$ cat src/rtl/ofs_plat_avalon_rdwr_sched_pkg.sv
// Shared types and helpers for the Avalon read/write direction scheduler.
package ofs_plat_avalon_rdwr_sched_pkg;

  typedef enum logic [1:0] {
    S_READ     = 2'd0,
    S_WRITE    = 2'd1,
    S_WR_BURST = 2'd2
  } t_sched_state;

  function automatic int max_int(input int a, input int b);
    return (a > b) ? a : b;
  endfunction

endpackage

$ cat src/rtl/ofs_plat_prim_sat_counter.sv
// Saturating up-counter with synchronous load; load takes priority over increment.
module ofs_plat_prim_sat_counter #(
  parameter int WIDTH = 4,
  parameter int MAX   = 15
) (
  input  logic             clk,
  input  logic             reset_n,
  input  logic             load,
  input  logic [WIDTH-1:0] load_val,
  input  logic             inc,
  output logic [WIDTH-1:0] cnt
);

  logic [WIDTH-1:0] cnt_q;
  logic [WIDTH-1:0] cnt_d;

  // Next count: load, saturating increment, or hold.
  always_comb begin
    cnt_d = cnt_q;
    if (load) begin
      cnt_d = load_val;
    end else if (inc && (cnt_q < WIDTH'(MAX))) begin
      cnt_d = cnt_q + WIDTH'(1);
    end else begin
      cnt_d = cnt_q;
    end
  end

  // Count register.
  always_ff @(posedge clk or negedge reset_n) begin
    if (!reset_n) begin
      cnt_q <= {WIDTH{1'b0}};
    end else begin
      cnt_q <= cnt_d;
    end
  end

  assign cnt = cnt_q;

endmodule

$ cat src/rtl/ofs_plat_avalon_mem_rdwr_sched.sv
// Chooses read or write for the merged Avalon sink each cycle, batching runs of
// the same direction with per-direction limits and never splitting a write burst.
module ofs_plat_avalon_mem_rdwr_sched
  import ofs_plat_avalon_rdwr_sched_pkg::*;
#(
  parameter int MAX_RD_GRANTS = 16,
  parameter int MAX_WR_BURSTS = 4
) (
  input  logic clk,
  input  logic reset_n,
  input  logic rd_valid,
  input  logic wr_valid,
  input  logic wr_eop,
  input  logic sink_waitrequest,
  output logic grant_rd,
  output logic grant_wr,
  output logic dir_write,
  output logic turnaround
);

  localparam int CNT_MAX   = max_int(MAX_RD_GRANTS, MAX_WR_BURSTS);
  localparam int CNT_WIDTH = $clog2(CNT_MAX + 1);

  t_sched_state state_q;
  t_sched_state state_d;
  logic         dir_write_q;
  logic         turnaround_q;

  logic                 gnt_rd;
  logic                 gnt_wr;
  logic                 switch_dir;
  logic                 rd_load;
  logic                 rd_inc;
  logic [CNT_WIDTH-1:0] rd_load_val;
  logic [CNT_WIDTH-1:0] rd_cnt_q;
  logic                 wr_load;
  logic                 wr_inc;
  logic [CNT_WIDTH-1:0] wr_load_val;
  logic [CNT_WIDTH-1:0] wr_cnt_q;
  logic                 rd_below_max;
  logic                 wr_below_max;

  assign rd_below_max = (rd_cnt_q < CNT_WIDTH'(MAX_RD_GRANTS));
  assign wr_below_max = (wr_cnt_q < CNT_WIDTH'(MAX_WR_BURSTS));

  // Grant and next-state decision; reset_n gates grants so nothing issues while in reset.
  always_comb begin
    gnt_rd      = 1'b0;
    gnt_wr      = 1'b0;
    switch_dir  = 1'b0;
    state_d     = state_q;
    rd_load     = 1'b0;
    rd_inc      = 1'b0;
    rd_load_val = {CNT_WIDTH{1'b0}};
    wr_load     = 1'b0;
    wr_inc      = 1'b0;
    wr_load_val = {CNT_WIDTH{1'b0}};
    if (reset_n && !sink_waitrequest) begin
      case (state_q)
        S_READ: begin
          if (rd_valid && (!wr_valid || rd_below_max)) begin
            gnt_rd = 1'b1;
            rd_inc = 1'b1;
          end else if (wr_valid) begin
            gnt_wr      = 1'b1;
            switch_dir  = 1'b1;
            rd_load     = 1'b1;
            wr_load     = 1'b1;
            wr_load_val = wr_eop ? CNT_WIDTH'(1) : {CNT_WIDTH{1'b0}};
            state_d     = wr_eop ? S_WRITE : S_WR_BURST;
          end else begin
            state_d = state_q;
          end
        end
        S_WRITE: begin
          if (wr_valid && (!rd_valid || wr_below_max)) begin
            gnt_wr  = 1'b1;
            wr_inc  = wr_eop;
            state_d = wr_eop ? S_WRITE : S_WR_BURST;
          end else if (rd_valid) begin
            gnt_rd      = 1'b1;
            switch_dir  = 1'b1;
            rd_load     = 1'b1;
            rd_load_val = CNT_WIDTH'(1);
            wr_load     = 1'b1;
            state_d     = S_READ;
          end else begin
            state_d = state_q;
          end
        end
        S_WR_BURST: begin
          // Reads wait until the burst in flight has delivered its last beat.
          if (wr_valid) begin
            gnt_wr  = 1'b1;
            wr_inc  = wr_eop;
            state_d = wr_eop ? S_WRITE : S_WR_BURST;
          end else begin
            state_d = state_q;
          end
        end
        default: begin
          state_d = S_READ;
        end
      endcase
    end else begin
      state_d = state_q;
    end
  end

  // Scheduler state plus registered direction and turnaround outputs.
  always_ff @(posedge clk or negedge reset_n) begin
    if (!reset_n) begin
      state_q      <= S_READ;
      dir_write_q  <= 1'b0;
      turnaround_q <= 1'b0;
    end else begin
      state_q      <= state_d;
      dir_write_q  <= (state_d != S_READ);
      turnaround_q <= switch_dir;
    end
  end

  ofs_plat_prim_sat_counter #(
    .WIDTH (CNT_WIDTH),
    .MAX   (MAX_RD_GRANTS)
  ) u_rd_cnt (
    .clk      (clk),
    .reset_n  (reset_n),
    .load     (rd_load),
    .load_val (rd_load_val),
    .inc      (rd_inc),
    .cnt      (rd_cnt_q)
  );

  ofs_plat_prim_sat_counter #(
    .WIDTH (CNT_WIDTH),
    .MAX   (MAX_WR_BURSTS)
  ) u_wr_cnt (
    .clk      (clk),
    .reset_n  (reset_n),
    .load     (wr_load),
    .load_val (wr_load_val),
    .inc      (wr_inc),
    .cnt      (wr_cnt_q)
  );

  assign grant_rd   = gnt_rd;
  assign grant_wr   = gnt_wr;
  assign dir_write  = dir_write_q;
  assign turnaround = turnaround_q;

endmodule

$ cat config.mk
export PLATFORM = sky130hd
export DESIGN_NAME = ofs_plat_avalon_mem_rdwr_sched
export DESIGN_NICKNAME = d
export VERILOG_FILES = /design/src/rtl/ofs_plat_avalon_rdwr_sched_pkg.sv /design/src/rtl/ofs_plat_prim_sat_counter.sv /design/src/rtl/ofs_plat_avalon_mem_rdwr_sched.sv
export SDC_FILE = /design/constraint.sdc
export NUM_CORES = 1
export LEC_CHECK = 0
export ABC_AREA = 0
export ABC_CLOCK_PERIOD_IN_PS = 1600
export CAP_MARGIN = 20
export CORE_UTILIZATION = 38
export CTS_BUF_LIST = sky130_fd_sc_hd__clkbuf_8
export DETAILED_ROUTE_END_ITERATION = 10
export GPL_ROUTABILITY_DRIVEN = 0
export HOLD_SLACK_MARGIN = 0.15
export PLACE_DENSITY_LB_ADDON = 0.08
export SETUP_SLACK_MARGIN = 0.3
export SLEW_MARGIN = 20
export SYNTH_ARGS = -nofsm -noshare
export SYNTH_HDL_FRONTEND = slang
export SYNTH_SLANG_ARGS = --single-unit
$ cat constraint.sdc
create_clock -name clk -period 1.6 [get_ports clk]
set_clock_uncertainty 0.15 [all_clocks]
set_input_delay 0.16 -clock clk [delete_from_list [all_inputs] [get_ports clk]]
set_output_delay 0.16 -clock clk [all_outputs]
set_load 0.01 [all_outputs]
# After elaboration in Yosys (flattened, before gate mapping)
# Cells that the tools add are included.
# totals
reg_bits	14
in_bits	6
output_inout_bits	4
elab_cells	63
# op_classes
add_sub_neg	2
order_cmp	2
n_eq_ne	2
muxes	38
reduce_logical	14
# ops
operator	count
2-to-1 mux 1 bit	23
2-to-1 mux 5 bit	4
2-to-1 mux 2 bit	6
adder 5 x 1 -> 5 bit (second input constant)	2
one-hot mux 1 bit (2 select lines)	3
one-hot mux 2 bit (3 select lines)	1
nonzero test 2 bit	3
logical AND 1 bit	5
< comparator 5 x 3 -> 1 bit (second input constant)	1
< comparator 5 bit (second input constant)	1
zero test 1 bit	3
one-hot mux 1 bit (3 select lines)	1
equality test 2 x 1 -> 1 bit (second input constant)	1
equality test 2 bit (second input constant)	1
zero test 2 bit	1
logical OR 1 bit	2

# Longest topological paths before layout
# Gate-level depths: netlist (run 1).
# logic_depth
ltp_word	9
mapped_depth	6

# Modules after synthesis
# A second synthesis (run 1) with hierarchy kept.
# hier_totals
hier_cells	106
hier_area_um2	988.4
# modules_own_cells
mod	n_inst	cells_each	area_per_inst_um2	seq_area_each_um2
ofs_plat_avalon_mem_rdwr_sched	1	60	486.7	100.1
ofs_plat_prim_sat_counter (u_rd_cnt)	1	27	264.0	125.1
ofs_plat_prim_sat_counter (u_wr_cnt)	1	19	237.7	125.1

# Worst setup path before layout (run 1)
# OpenSTA, ideal clock, no wires.
# synth_timing
path_kind	register to register
startpoint	register u_wr_cnt.cnt_q[4] (netlist: u_wr_cnt.cnt[4])
endpoint	register u_wr_cnt.cnt_q[1] (netlist: u_wr_cnt.cnt[1])
setup_ns	0.119
t_arrival_ns	1.503
required_time_ns	1.331
setup_slack_ns	-0.172
stages_incl_launch_ff	5
path_buffers	0
period_less_slack_ns	1.772
path_cell_list	dfrtp_1 > or4b_4 > nor4_4 > mux2i_1 > nor2_1
# synth_between
elab_chain_len	8
word_cells_on_any_way	12
cone_classes	1 x order compare; 7 x mux; 4 x reduce/logical
# synth_rtl
element	line	rtl
start, declared	ofs_plat_prim_sat_counter.sv:14	logic [WIDTH-1:0] cnt_q;
start signal, assigned	ofs_plat_prim_sat_counter.sv:32	cnt_q <= {WIDTH{1'b0}};
start signal, assigned	ofs_plat_prim_sat_counter.sv:34	cnt_q <= cnt_d;
< comparator 5 x 3 -> 1 bit (*)	ofs_plat_prim_sat_counter.sv:22, ofs_plat_avalon_mem_rdwr_sched.sv:44	
logical OR 1 bit	ofs_plat_avalon_mem_rdwr_sched.sv:76	if (wr_valid && (!rd_valid || wr_below_max)) begin
logical AND 1 bit	ofs_plat_avalon_mem_rdwr_sched.sv:76	
2-to-1 mux 1 bit	ofs_plat_avalon_mem_rdwr_sched.sv:76	
one-hot mux 1 bit (2 select lines)	ofs_plat_avalon_mem_rdwr_sched.sv:59	case (state_q)
2-to-1 mux 1 bit	ofs_plat_avalon_mem_rdwr_sched.sv:58	if (reset_n && !sink_waitrequest) begin
logical AND 1 bit	ofs_plat_prim_sat_counter.sv:22	end else if (inc && (cnt_q < WIDTH'(MAX))) begin
nonzero test 2 bit (no source line)	--	
# Mark *: on every way between the ends. The rest lies on a longest branch, timed or not.
# A chain may end at the register's enable or synchronous reset.

# Final worst setup path (run 1)
# Ends and elaborated chain as after synthesis.

==> results of run 1 <==
==> worst reg2reg max path: stages (launching register included) <==
cell	delay (ps)
sky130_fd_sc_hd__dfrtp_1	430
sky130_fd_sc_hd__or4b_4	550
sky130_fd_sc_hd__buf_6	140
sky130_fd_sc_hd__nor4_4	250
sky130_fd_sc_hd__mux2i_1	220
sky130_fd_sc_hd__nor2_1	50
==> area by class of cell <==
| class | count | area share |
|---|---|---|
| Tap cell | 27 | 0.0260 |
| Timing Repair Buffer | 31 | 0.212 |
| Multi-Input combinational cell | 59 | 0.438 |
| Inverter | 3 | 0.0106 |
| Clock buffer | 4 | 0.0423 |
| Sequential cell | 14 | 0.271 |
==> cells by family (layout without fill, tap and decap cells) <==
group / Yosys count / in the layout / synth area share
buffers and inverters: 5 / 38 / 0.0332
adder cells (fa/ha/maj): 6 / 6 / 0.0948
XOR/XNOR: 4 / 4 / 0.0442
AO/OA/AOI/OAI: 12 / 12 / 0.103
flip-flops: 14 / 14 / 0.442
multiplexers: 2 / 2 / 0.0253
AND/OR/NAND/NOR: 35 / 35 / 0.258
==> routing by layer <==
metal  vias to the layer above  GRT usage
li1                        334          -
met1                       342      0.271
met2                         7      0.304
met3                         4     0.0453
met4                         0     0.0833
met5                         -          0
==> cells in the final DEF (no fill, tap or decap), drive strengths merged, types with 2 or more instances in the layout <==
cell type and instances:
inv 3, nand2b 3, a21oi 2, xor2 2, buf 24, clkbuf 4, ha 6, o21ai 4
mux2i 2, xnor2 2, dfrtp 14, nor2 9, clkdlybuf4s50 5, dlygate4sd2 2, nor2b 3, nand3 2
nand2 8
==> metrics by stage <==
step	hold slack (ps)	util	TNS [ps]	cell area, um^2	std cells
CTS	209	0.613	-2630	1200	137
floorplan	-286	-	-77.8	798	78
global placement	362	0.535	-5370	1050	131
finish	207	0.663	-3110	1300	138
global route	226	0.663	-3850	1300	138
detailed placement	375	0.535	-5420	1050	131
==> flip-flops by register name, indices dropped and copies added (netlist names) <==
signal        cells
u_rd_cnt.cnt      5
u_wr_cnt.cnt      5
state_q           2
dir_write         1
turnaround        1
==> final timing paths <==
check	from	endpoint	slack (ps)	cells past startpoint
setup / recovery	u_wr_cnt.cnt[4]$_DFFE_PN0P_	u_wr_cnt.cnt[1]$_DFFE_PN0P_	-310	5
hold / removal	reset_n	u_rd_cnt.cnt[4]$_DFFE_PN0P_	210	3
setup reg to reg	u_wr_cnt.cnt[4]$_DFFE_PN0P_	u_wr_cnt.cnt[1]$_DFFE_PN0P_	-310	5
hold reg to reg	u_wr_cnt.cnt[1]$_DFFE_PN0P_	u_wr_cnt.cnt[1]$_DFFE_PN0P_	390	2
max in group asynchronous	reset_n	state_q[0]$_DFF_PN0_	900	3
min in group clk	u_wr_cnt.cnt[1]$_DFFE_PN0P_	u_wr_cnt.cnt[1]$_DFFE_PN0P_	390	2
==> report_power, final <==
part	switching (W)	total (W)	leakage (nW)	internal (W)
registers	0.000106	0.000557	0.184	0.000451
clock network	0.000121	0.000338	0.0288	0.000218
logic	0.000416	0.000923	0.370	0.000507
total	0.000643	0.00182	0.583	0.00118
==> repair_timing <==
| item | 4_1_cts | 5_1_grt |
|---|---|---|
| setup endpoints to repair | 18 | 16 |
| resized for setup | 33 | 19 |
| buffers inserted | 2 | 1 |
| pin swaps | 10 | 4 |
==> reports/qor.csv, run 1 <==
metric,value,unit
antenna-diode-count,0,
timing.final.hold_violations,0,
powerDensity,1400,mW/mm^2
placeableCoreArea,0.00196,mm^2
critical_path.n_buffers_inverters,1,
final_antenna_net_count,0,
routed-wl-met2,974,um
cts-root-buf,sky130_fd_sc_hd__clkbuf_8,
uppermost_layer_routed,met4,
met3_wirelength,44,um
total_number_of_vias,687,
postSynthAreaPerCell,10.2,um^2
leakage,0.583,nW
netlist.area_leader.share,0.442,
multi_input_comb_area,571,um^2
outcome,"finished, violations left",
track_usage,0.198,
cp_data_required_time,1580,ps
synth.top_cells.by_area,"sky130_fd_sc_hd__dfrtp_1, sky130_fd_sc_hd__ha_1, sky130_fd_sc_hd__nor2_1, sky130_fd_sc_hd__nand2_1, sky130_fd_sc_hd__nor4_4",
clock_insertion_delay_worst_skew,240,ps
yosysUniqueCellTypes,32,
fp.dieW,47.7,um
netlist_instances,78,
layout.area.seq,353,um^2
synth_flop_cell,sky130_fd_sc_hd__dfrtp_1,
holdCritPathClass,in -> async,
final.fill_count,160,
cp-end-kind,register,
cts_hold_buf,0,
synth_fp_nets,90,
cap_violations,0,
critical_path_peak_fanout,3,
synth-warning-count,0,
ys_ff_latch,14,
post-layout-total-power,0.00182,W
async_reset_ff_frac,1.00,
max-slew-margin-rel,0.771,
grt_pass1_vias,637,
initial_standard_cell_utilization_of_the_core,0.404,
setup_viol,16,
cp-start-kind,register,
pin_count_of_the_biggest_net_entering_global_routing,15,
finalWirelength,2.02,mm
route.detailed.vias_per_inst,4.98,
numCtsBuffers,3,
tightestPinTransition,340,ps
worstSetupPathType,reg -> reg,
chipHeight,47.7,um
crit_slowest_cell,sky130_fd_sc_hd__or4b_4,
synth.most_common_cell,sky130_fd_sc_hd__dfrtp_1,
drtPass1Iterations,4,
share_of_layout_cells_above_drive_strength_1,0.532,
drv_slew,0,
tritoncts_num_sinks,14,
final_cycle_share,1.19,
vdd_drop_max,957,uV
layout_setup_ws,-307,ps
failing_checks,setup timing,
grt_overflow,0,
drcViolationCount,0,
syn_area,792,um^2
clock_tree_from_tritoncts,done,
initialDrtViolationCount,13,
critical-path-max-stage-delay,550,ps
wirelength_met1,967,um
synth_largest_area_cell,sky130_fd_sc_hd__dfrtp_1,
cell_by_cell_trace_of_the_critical_path,"or4b_4, buf_6, nor4_4, mux2i_1, nor2_1",
period_needed,1910,ps
netlist_top_cells_count,"sky130_fd_sc_hd__dfrtp_1, sky130_fd_sc_hd__nor2_1, sky130_fd_sc_hd__nand2_1",
fp.dieArea,0.00227,mm^2
dp.final_hpwl,1.30,mm
grt_first_pass_wirelength,2.95,mm
worstPathArrival,1890,ps
max-clock-path-buffers,2,
critical_path.top_delay_family,simple AND/OR/NAND/NOR gates,
port_buffers,9,
part_of_the_yosys_area_used_for_sequential_elements,0.442,
max_freq,525,MHz
number_of_synthesized_flops_with_an_enable_pin,0,
ioPinCount,10,
fin_nets,124,
detailedPlace.worstSlack,-547,ps
clock_tree.htree_level_count,1,
synth_to_final_area_change,64.3,%
path_clk_slew,60,ps
routedWlPerCell,14.6,um
antenna_found_initial,0,
core.rowCount,16,
rsz0062_at_grt,yes,
Power figures use the tool's default switching activity.
==> run 2: changes to the inputs <==
--- a/config.mk
+++ b/config.mk
@@ -12,6 +12,7 @@
 export CTS_BUF_LIST = sky130_fd_sc_hd__clkbuf_8
 export DETAILED_ROUTE_END_ITERATION = 10
 export GPL_ROUTABILITY_DRIVEN = 0
+export GPL_TIMING_DRIVEN = 0
 export HOLD_SLACK_MARGIN = 0.15
 export PLACE_DENSITY_LB_ADDON = 0.08
 export SETUP_SLACK_MARGIN = 0.3
==> run 2 against run 1 <==
Net effect:
- the run still ends with setup timing left
- via count decreased by 1.3%
- core utilization down 0.064 points
- largest cell class unchanged
- power rose by 1.5%
- global-route usage increased by 0.55 points
- die area unchanged
- critical path type is now reg -> out
==> reports/qor.csv, run 2 (synthesized netlist as in run 1, its figures left out) <==
metric,value,unit,change
layout_setup_ws,-328,ps,-21.2 ps
timing.setup.tns,-3560,ps,-446 ps
outcome,"finished, violations left",,
fin_nets,122,,-1.6%
antenna_found_initial,0,,unchanged
pin_count_of_the_biggest_net_entering_global_routing,15,,unchanged
chipHeight,47.7,um,unchanged
failing_checks,setup timing,,
holdCritPathClass,in -> reg,,
fp.dieW,47.7,um,unchanged
layout.cells.most_common_list,"sky130_fd_sc_hd__dfrtp_1, sky130_fd_sc_hd__buf_6, sky130_fd_sc_hd__nand2_1, sky130_fd_sc_hd__buf_4, sky130_fd_sc_hd__nor2_1",,
dp.final_hpwl,1.11,mm,-14%
core.rowCount,16,,unchanged
max_freq,519,MHz,-1.1%
cells_on_worst_hold_path,4,,
routedWlPerCell,15.9,um,+8.5%
crit_slowest_cell,sky130_fd_sc_hd__or3_4,,
critical_path_peak_fanout,3,,unchanged
finalInstanceArea,0.00130,mm^2,about the same
synth_to_final_area_change,64.1,%,about the same
cp_data_required_time,1290,ps,-290 ps
critical_path.n_buffers_inverters,3,,+2
worstPathArrival,1620,ps,-270 ps
clock_insertion_delay_worst_skew,260,ps,+20 ps
fp.dieArea,0.00227,mm^2,unchanged
path_clk_slew,60,ps,about the same
clock_tree.htree_level_count,1,,unchanged
cts-root-buf,sky130_fd_sc_hd__clkbuf_8,,
antenna-diode-count,0,,unchanged
finalWirelength,2.16,mm,+6.9%
grt_pass1_vias,617,,-3.1%
cell_by_cell_trace_of_the_critical_path,"buf_6, o31ai_4, a221oi_2, or3_4, inv_4, buf_6",,
whs_endpoint,state_q[1]$_DFF_PN0_,,
grt_overflow,0,,unchanged
placed_cell_area,922,um^2,-12%
max-clock-path-buffers,2,,unchanged
r2r_setup_slack,-300,ps,about the same
timing.final.hold_violations,0,,unchanged
ioPinCount,10,,unchanged
port_buffers,9,,unchanged
setup_viol,16,,unchanged
max-slew-margin-rel,0.561,,-0.211
drv_slew,0,,unchanged
critical_path.top_delay_family,simple AND/OR/NAND/NOR gates,,
clock_tree_from_tritoncts,done,,
initialDrtViolationCount,5,,-8
placeableCoreArea,0.00196,mm^2,unchanged
hold_path.startpoint,reset_n,,
cap_violations,0,,unchanged
rsz0062_at_grt,yes,,
cp-start-kind,register,,
final_antenna_net_count,0,,unchanged
numCtsBuffers,3,,unchanged
final_common_cell,sky130_fd_sc_hd__dfrtp_1,,
critical-path-max-stage-delay,410,ps,-140 ps
crit-reg2reg-capture,state_q[0]$_DFF_PN0_,,
startpoint_of_the_lowest_slack_register_to_register_path,state_q[1]$_DFF_PN0_,,
leakage,0.571,nW,-2.0%
critPathMostFrequentCell,sky130_fd_sc_hd__buf_6,,
total_number_of_vias,678,,-1.3%
tritoncts_num_sinks,14,,unchanged
tightestPinTransition,657,ps,+317 ps
period_needed,1930,ps,+21.2 ps
route.detailed.vias_per_inst,4.99,,+0.14%
fin_worst_hold_slack,323,ps,+116 ps
initial_standard_cell_utilization_of_the_core,0.404,,unchanged
vdd_drop_max,712,uV,-26%
track_usage,0.204,,+0.00548
share_of_layout_cells_above_drive_strength_1,0.514,,-0.0178
timing.reg2reg.worst_path_depth,9,,+4
cp-end-kind,output port,,
powerDensity,1420,mW/mm^2,+1.6%
final_cycle_share,1.20,,+0.0132
drtPass1Iterations,4,,unchanged
grt_first_pass_wirelength,3.04,mm,+3.1%
worstSetupPathType,reg -> out,,
detailedPlace.worstSlack,-1430,ps,-879 ps
drcViolationCount,0,,unchanged
[run 2: changes by cell type in the layout (fill, tap and decap cells not counted), moves of 2 or more]
| cell | change |
|---|---|
| sky130_fd_sc_hd__buf_4 | -7 |
| sky130_fd_sc_hd__buf_6 | +3 |
| sky130_fd_sc_hd__clkdlybuf4s50_1 | -3 |
| sky130_fd_sc_hd__dlygate4sd2_1 | +2 |
| sky130_fd_sc_hd__nor2_2 | +2 |
| sky130_fd_sc_hd__nor2_4 | -2 |
[run 2: final cells by class]
cell class,count,area [um^2]
inverters,3,16.3
multi-input cells,59,578
flip-flops and latches,14,353
plain buffers,2,16.3
repair buffers,27,248
clock buffers,4,55.1
fillers,162,662
well taps,27,33.8
[run 2: metrics by stage]
step | std cells | util | power [W]
floorplan | 78 | - | 0.000867
global placement | 114 | 0.470 | 0.00101
detailed placement | 114 | 0.470 | 0.00102
CTS | 128 | 0.594 | 0.00167
global route | 136 | 0.663 | 0.00196
finish | 136 | 0.663 | 0.00185
[run 2: worst max-delay path by stage]
stage	start	to	slack (ps)	depth (start not counted)
3_3_place_gp	reset_n	grant_wr	-1420	7
3_5_place_dp	reset_n	grant_wr	-1430	7
5_1_grt	u_wr_cnt.cnt[4]$_DFFE_PN0P_	u_wr_cnt.cnt[1]$_DFFE_PN0P_	-350	5
2_1_floorplan	u_wr_cnt.cnt[4]$_DFFE_PN0P_	u_wr_cnt.cnt[1]$_DFFE_PN0P_	-50	4
6_report	u_wr_cnt.cnt[3]$_DFFE_PN0P_	grant_wr	-330	6
4_1_cts	u_wr_cnt.cnt[3]$_DFFE_PN0P_	grant_wr	-280	6
[run 2: routing by layer]
| layer | global-route usage | wire length, um | vias up |
|---|---|---|---|
| met4 | 0.0500 | 24 | 0 |
| met3 | 0.0679 | 86 | 3 |
| met1 | 0.276 | 980 | 331 |
| li1 | - | - | 332 |
| met5 | 0 | 0 | - |
| met2 | 0.315 | 1070 | 12 |
[run 2: what timing repair did]
action	4_1_cts	5_1_grt
hold endpoints to repair	14	0
hold buffers	1	0
buffers inserted	9	7
pin swaps	7	4
setup endpoints to repair	18	16
gates resized for setup	45	17
gates cloned	0	1
[run 2: worst min-delay path: cells and delay by family]
family,cells,cell delay (ps)
simple gates,2,270
buf+inv,1,110
compound gates,1,130
[run 2: power breakdown]
group / switching [W] / internal [W] / total, W
Clock: 0.000143 / 0.000219 / 0.000362
Sequential: 0.000103 / 0.000449 / 0.000551
Combinational: 0.000428 / 0.000505 / 0.000933
Total: 0.000673 / 0.00117 / 0.00185
==> patch 1: new RTL, config.mk and constraints of run 2 <==
`MAX_WR_BURSTS`: 4 -> 8.
--- a/src/rtl/ofs_plat_avalon_mem_rdwr_sched.sv
+++ b/src/rtl/ofs_plat_avalon_mem_rdwr_sched.sv
@@ -4,7 +4,7 @@
   import ofs_plat_avalon_rdwr_sched_pkg::*;
 #(
   parameter int MAX_RD_GRANTS = 16,
-  parameter int MAX_WR_BURSTS = 4
+  parameter int MAX_WR_BURSTS = 8
 ) (
   input  logic clk,
   input  logic reset_n,
Function: changed (Yosys sat finds a counterexample within 10 cycles, from zero or initial values and one cycle with reset_n low).
==> patch 1 against run 2 <==
The run still ends with setup timing left. Sequential power shrank 4.4%. Global-route usage shrank 1.3 points. Worst setup slack got worse by 0.10 ns. Clock power is 6.4% lower. Area after synthesis up 11%. Critical path depth is 1 higher. Die area rose by 11%. Cell count is 13% higher. Total power rose by 5.3%. Routed wire length is 1.8% higher. Sequential cell count did not move. Count of clock-buffer cells in the layout did not move. Final area increased by 4.7%. Critical path type is now flip-flop to flip-flop.
==> patch 1: results (changes against run 2) <==
- LEAKAGE: 0.590 nW (+3.3%)
- Met3 Resource Use GR: 5.56% (-1.2 points)
- Ratio of cells with drive above 1 in the final layout: 41.3% (-10 points)
- Run status: finished with violations
- FF-to-FF Start: state_q[0]
- Avg Cell Area, Syn: 9.56 sq um (-5.8%)
- Crit-path slowest cell: or4_4
- Hold WS: 0.277 ns (-0.0457 ns)
- Filler Cells Inserted: 175 (+8.0%)
- Post-synthesis share of cell area spent on xor and xnor gates: 3.98% (-0.44 points)
- Violation count after the first detailed-route iteration: 12 (+7)
- Final setup fails: 15 (-1)
- Hpwl dp: 1300 microns (+16%)
- Routed len/inst: 14.3 microns (-10%)
- FF-to-FF path depth: 7 (-2)
- Reg2reg end: u_wr_cnt.cnt[2]
- Gr usage total: 19.0% (-1.3 points)
- Top cells by count, synth: 14 x dfrtp_1, 9 x nor2_1, 6 x ha_1, 6 x inv_1, 6 x nand3_1
- Failing checks: setup timing
- Post-Route WL: 2200 microns (+1.8%)
- Dominant cells by area after synthesis: dfrtp_1 40%, ha_1 8.5%, xor2_1 4.0%
- Global-route wire length before repair: 3560 microns (+17%)
- Sequential area share after synthesis: 39.8% (-4.4 points)
- Mux contribution to synthesized area: 3.56% (+1.0 points)
- Worst-Margin Slew: 0.677 ns (+0.0201 ns)
- Vias in the first global route: 815 (+32%)
- Post-Synthesis Net Count: 104 (+16%)
- Synth Area in Compound Gates: 17.4% (+7.1 points)
- Vias per Instance: 5.19 (+4.2%)
- Post-Synth Adder-Cell Area: 8.53% (-0.94 points)
- Hold Path Sink: u_rd_cnt.cnt[0]
- Final worst slack: -0.430 ns (-0.102 ns)
[patch 1: cell types whose count changed after synthesis, sizes merged, moves of 3 or more]
cell / before / now
nand3: 2 / 6
inv: 3 / 6
nand2: 8 / 4
o211ai: 0 / 3
or4: 0 / 3
[patch 1: cells by family (layout without fill, tap and decap cells)]
family                   Yosys count  after routing
AND/OR/NAND/NOR                   36             36
AO/OA/AOI/OAI                     21             21
flip-flops                        14             14
buffers and inverters              8             42
adder cells (fa/ha/maj)            6              6
XOR/XNOR                           4              4
multiplexers                       3              3
[patch 1: metal layers]
layer,vias up,share of wire [%]
met2,9,49
met5,-,0
met4,0,0.36
li1,399,-
met1,390,47
met3,2,2.9
[patch 1: worst max path at each step]
stage	startpoint	endpoint	slack [ns]	depth (start not counted)
floorplan	state_q[1]	u_wr_cnt.cnt[2]	-0.36	7
global placement	reset_n	u_wr_cnt.cnt[2]	-1.05	6
detailed placement	reset_n	u_wr_cnt.cnt[2]	-1.08	6
CTS	state_q[1]	u_wr_cnt.cnt[2]	-0.38	7
global route	state_q[0]	u_wr_cnt.cnt[2]	-0.46	7
finish	state_q[0]	u_wr_cnt.cnt[2]	-0.43	7
[patch 1: stage by stage]
stage	worst slack (ns)	TNS (ns)
after floorplan	-0.360	-1.01
after global placement	-1.05	-12.06
after detailed placement	-1.08	-12.05
after CTS	-0.379	-2.12
after global routing	-0.459	-3.67
final	-0.430	-2.77
[patch 1: where the power goes]
group          switching [mW]  internal [mW]  leakage, nW
Clock                   0.121          0.218       0.0288
Combinational           0.495          0.584        0.378
Sequential             0.0747          0.452        0.184
[patch 1: area by class of cell]
type                       instances  area, sq um  share of cell area, %
clock buffer                       4         55.1                   4.04
timing repair buffer              30          254                   18.7
tap                               28         35.0                   2.57
inverter                           6         25.0                   1.84
multi-input combinational         70          619                   45.5
sequential                        14          350                   25.7
buffer                             2         22.5                   1.65
[patch 1: timing repair]
item | CTS | global route
endpoints found under the setup margin | 18 | 16
pin swaps | 8 | 10
hold buffers | 1 | 1
hold endpoints to repair | 14 | 1
setup buffers | 13 | 6
gates resized for setup | 38 | 15
[patch 1: worst register-to-register path: cells and delay by family, from the launching register on]
family          cells  cell delay [ns]
fa+ha+maj           1             0.27
flops               1             0.39
buf+inv             2             0.23
compound gates      1             0.13
simple gates        3             0.78
==> patch 2: new RTL, settings of run 2 <==
Made on the original files. Encoding of `t_sched_state`: now one-hot (3 bits for 3 states).
--- a/src/rtl/ofs_plat_avalon_rdwr_sched_pkg.sv
+++ b/src/rtl/ofs_plat_avalon_rdwr_sched_pkg.sv
@@ -1,10 +1,10 @@
 // Shared types and helpers for the Avalon read/write direction scheduler.
 package ofs_plat_avalon_rdwr_sched_pkg;
 
-  typedef enum logic [1:0] {
-    S_READ     = 2'd0,
-    S_WRITE    = 2'd1,
-    S_WR_BURST = 2'd2
+  typedef enum logic [2:0] {
+    S_READ     = 3'b001,
+    S_WRITE    = 3'b010,
+    S_WR_BURST = 3'b100
   } t_sched_state;
 
   function automatic int max_int(input int a, input int b);
Function: no difference found for any inputs over 10 cycles, from zero or initial values and one cycle with reset_n low; not proved beyond that.
==> patch 2 against run 2 <==
The run still ends with setup timing left. Combinational power decreased by 32%. Cell count increased by 13%. Core utilization decreased by 0.30 points. Worst setup slack got worse by 0.13 ns. Area after synthesis increased by 11%. Count of clock-buffer cells in the layout decreased by 1. Sequential cell count increased by 1. Final area increased by 11%. Sequential power decreased by 6.9%. First-iteration DRC count increased by 100%. Routed wire length increased by 26%. Total power decreased by 21%. Global-route usage increased by 0.68 points. Synthesized cell count increased by 17%.
==> patch 2: results (changes against run 2) <==
- Run status: finished with violations
- Failing checks: setup timing
- Worst R2R Setup Slack: -0.43 ns (-0.13 ns)
- Worst-skew pair later-pin latency: 0.25 ns
- Hold WS: 0.0746 ns (-0.248 ns)
- Synth cell types: 34 (+6.3%)
- Fin crit share: 129% (+8.4 points)
- Vias in the first global route: 770 (+25%)
- Routed len/inst: 17.7 microns (+11%)
- Global-route wire length before repair: 3910 microns (+29%)
- # hold bufs at CTS: 2 (+1)
- Hold WC Path Type: primary input to async pin
- LEAKAGE: 0.595 nW (+4.2%)
- H-Tree Depth: 1 (unchanged)
- DP Area: 1100 sq um (+19%)
- Nets: 135 (+11%)
- Routed vias: 859 (+27%)
- Final setup fails: 16 (unchanged)
- Placed cells: 127 (+11%)
- Sequential area share after synthesis: 42.8% (-1.5 points)
- FF-to-FF Start: u_wr_cnt.cnt[3]
- Worst path arrival time: 1.75 ns (+0.13 ns)
- FF-to-FF path depth: 6 (-3)
- Violation count after the first detailed-route iteration: 10 (+5)
- First-pass iteration count of the detailed router: 4 (unchanged)
- Area Growth Syn to Fin: 64.1% (about the same)
- Hpwl dp: 1350 microns (+21%)
- Post-Synthesis Net Count: 99 (+10%)
- Ratio of cells with drive above 1 in the final layout: 49.2% (-2.2 points)
- Dpl ws: -1.50 ns (-0.0725 ns)
- Max stage delay on crit path: 0.56 ns (+0.15 ns)
- Worst vdd rail ir drop: 0.000656 V (-7.8%)
- Post-Synthesis Cells: 91 (+17%)
- Largest net degree at the start of global routing: 16 (+1)
- Final worst slack: -0.462 ns (-0.134 ns)
- Top cells by count, synth: 14 x dfrtp_1, 11 x nor2_1, 6 x xnor2_1, 5 x nand2_1, 5 x nor2b_1
- Post-Route WL: 2720 microns (+26%)
- Dominant cells by area after synthesis: dfrtp_1 40%, xnor2_1 6.0%, nor2_1 4.7%
- Reg2reg end: u_wr_cnt.cnt[2]
- Fin Setup TNS: -5.30 ns (-1.74 ns)
[patch 2: cell type report]
cell class              instances  share of cell area (%)
plain buffers                   4                    2.94
clock buffers                   3                    2.86
clock inverters                 1                   0.346
inverters                       2                   0.519
multi-input cells              70                    45.2
flip-flops and latches         15                    26.1
well taps                      28                    2.42
repair buffers                 31                    19.6
[patch 2: cells by family (layout without fill, tap and decap cells)]
group	after synthesis	after routing	synth area share [%]
XOR/XNOR	6	6	5.97
buffers and inverters	6	41	4.83
AO/OA/AOI/OAI	19	19	14.1
AND/OR/NAND/NOR	41	41	27.3
flip-flops	15	15	42.8
multiplexers	2	2	2.27
adder cells (fa/ha/maj)	2	2	2.84
[patch 2: worst max-delay path by stage]
stage / from / to / slack, ns / cells past startpoint
2_1_floorplan: u_wr_cnt.cnt[2] / u_wr_cnt.cnt[1] / -0.20 / 4
3_3_place_gp: reset_n / grant_rd / -1.47 / 6
3_5_place_dp: reset_n / grant_rd / -1.50 / 6
4_1_cts: state_q[0] / grant_wr / -0.44 / 5
5_1_grt: u_wr_cnt.cnt[2] / u_wr_cnt.cnt[2] / -0.52 / 6
6_report: u_wr_cnt.cnt[3] / grant_rd / -0.46 / 6
[patch 2: layer usage]
metal  wire [microns]  GRT usage, %  up-vias
met1             1220          30.3      436
met4               70          5.71        0
met3               82          2.73        6
met2             1340          32.9       18
met5                0             0        -
li1                 -             -      399
[patch 2: where the power goes]
part | total, mW | switching, mW | internal [mW]
clock network | 0.315 | 0.143 | 0.172
logic | 0.638 | 0.317 | 0.321
registers | 0.513 | 0.0555 | 0.457
total | 1.47 | 0.516 | 0.951
[patch 2: repair_timing]
item,in CTS,in global routing
setup buffers,14,7
pin swaps,14,12
endpoints found under the setup margin,19,31
gates resized for setup,26,25
endpoints found under the hold margin,18,14
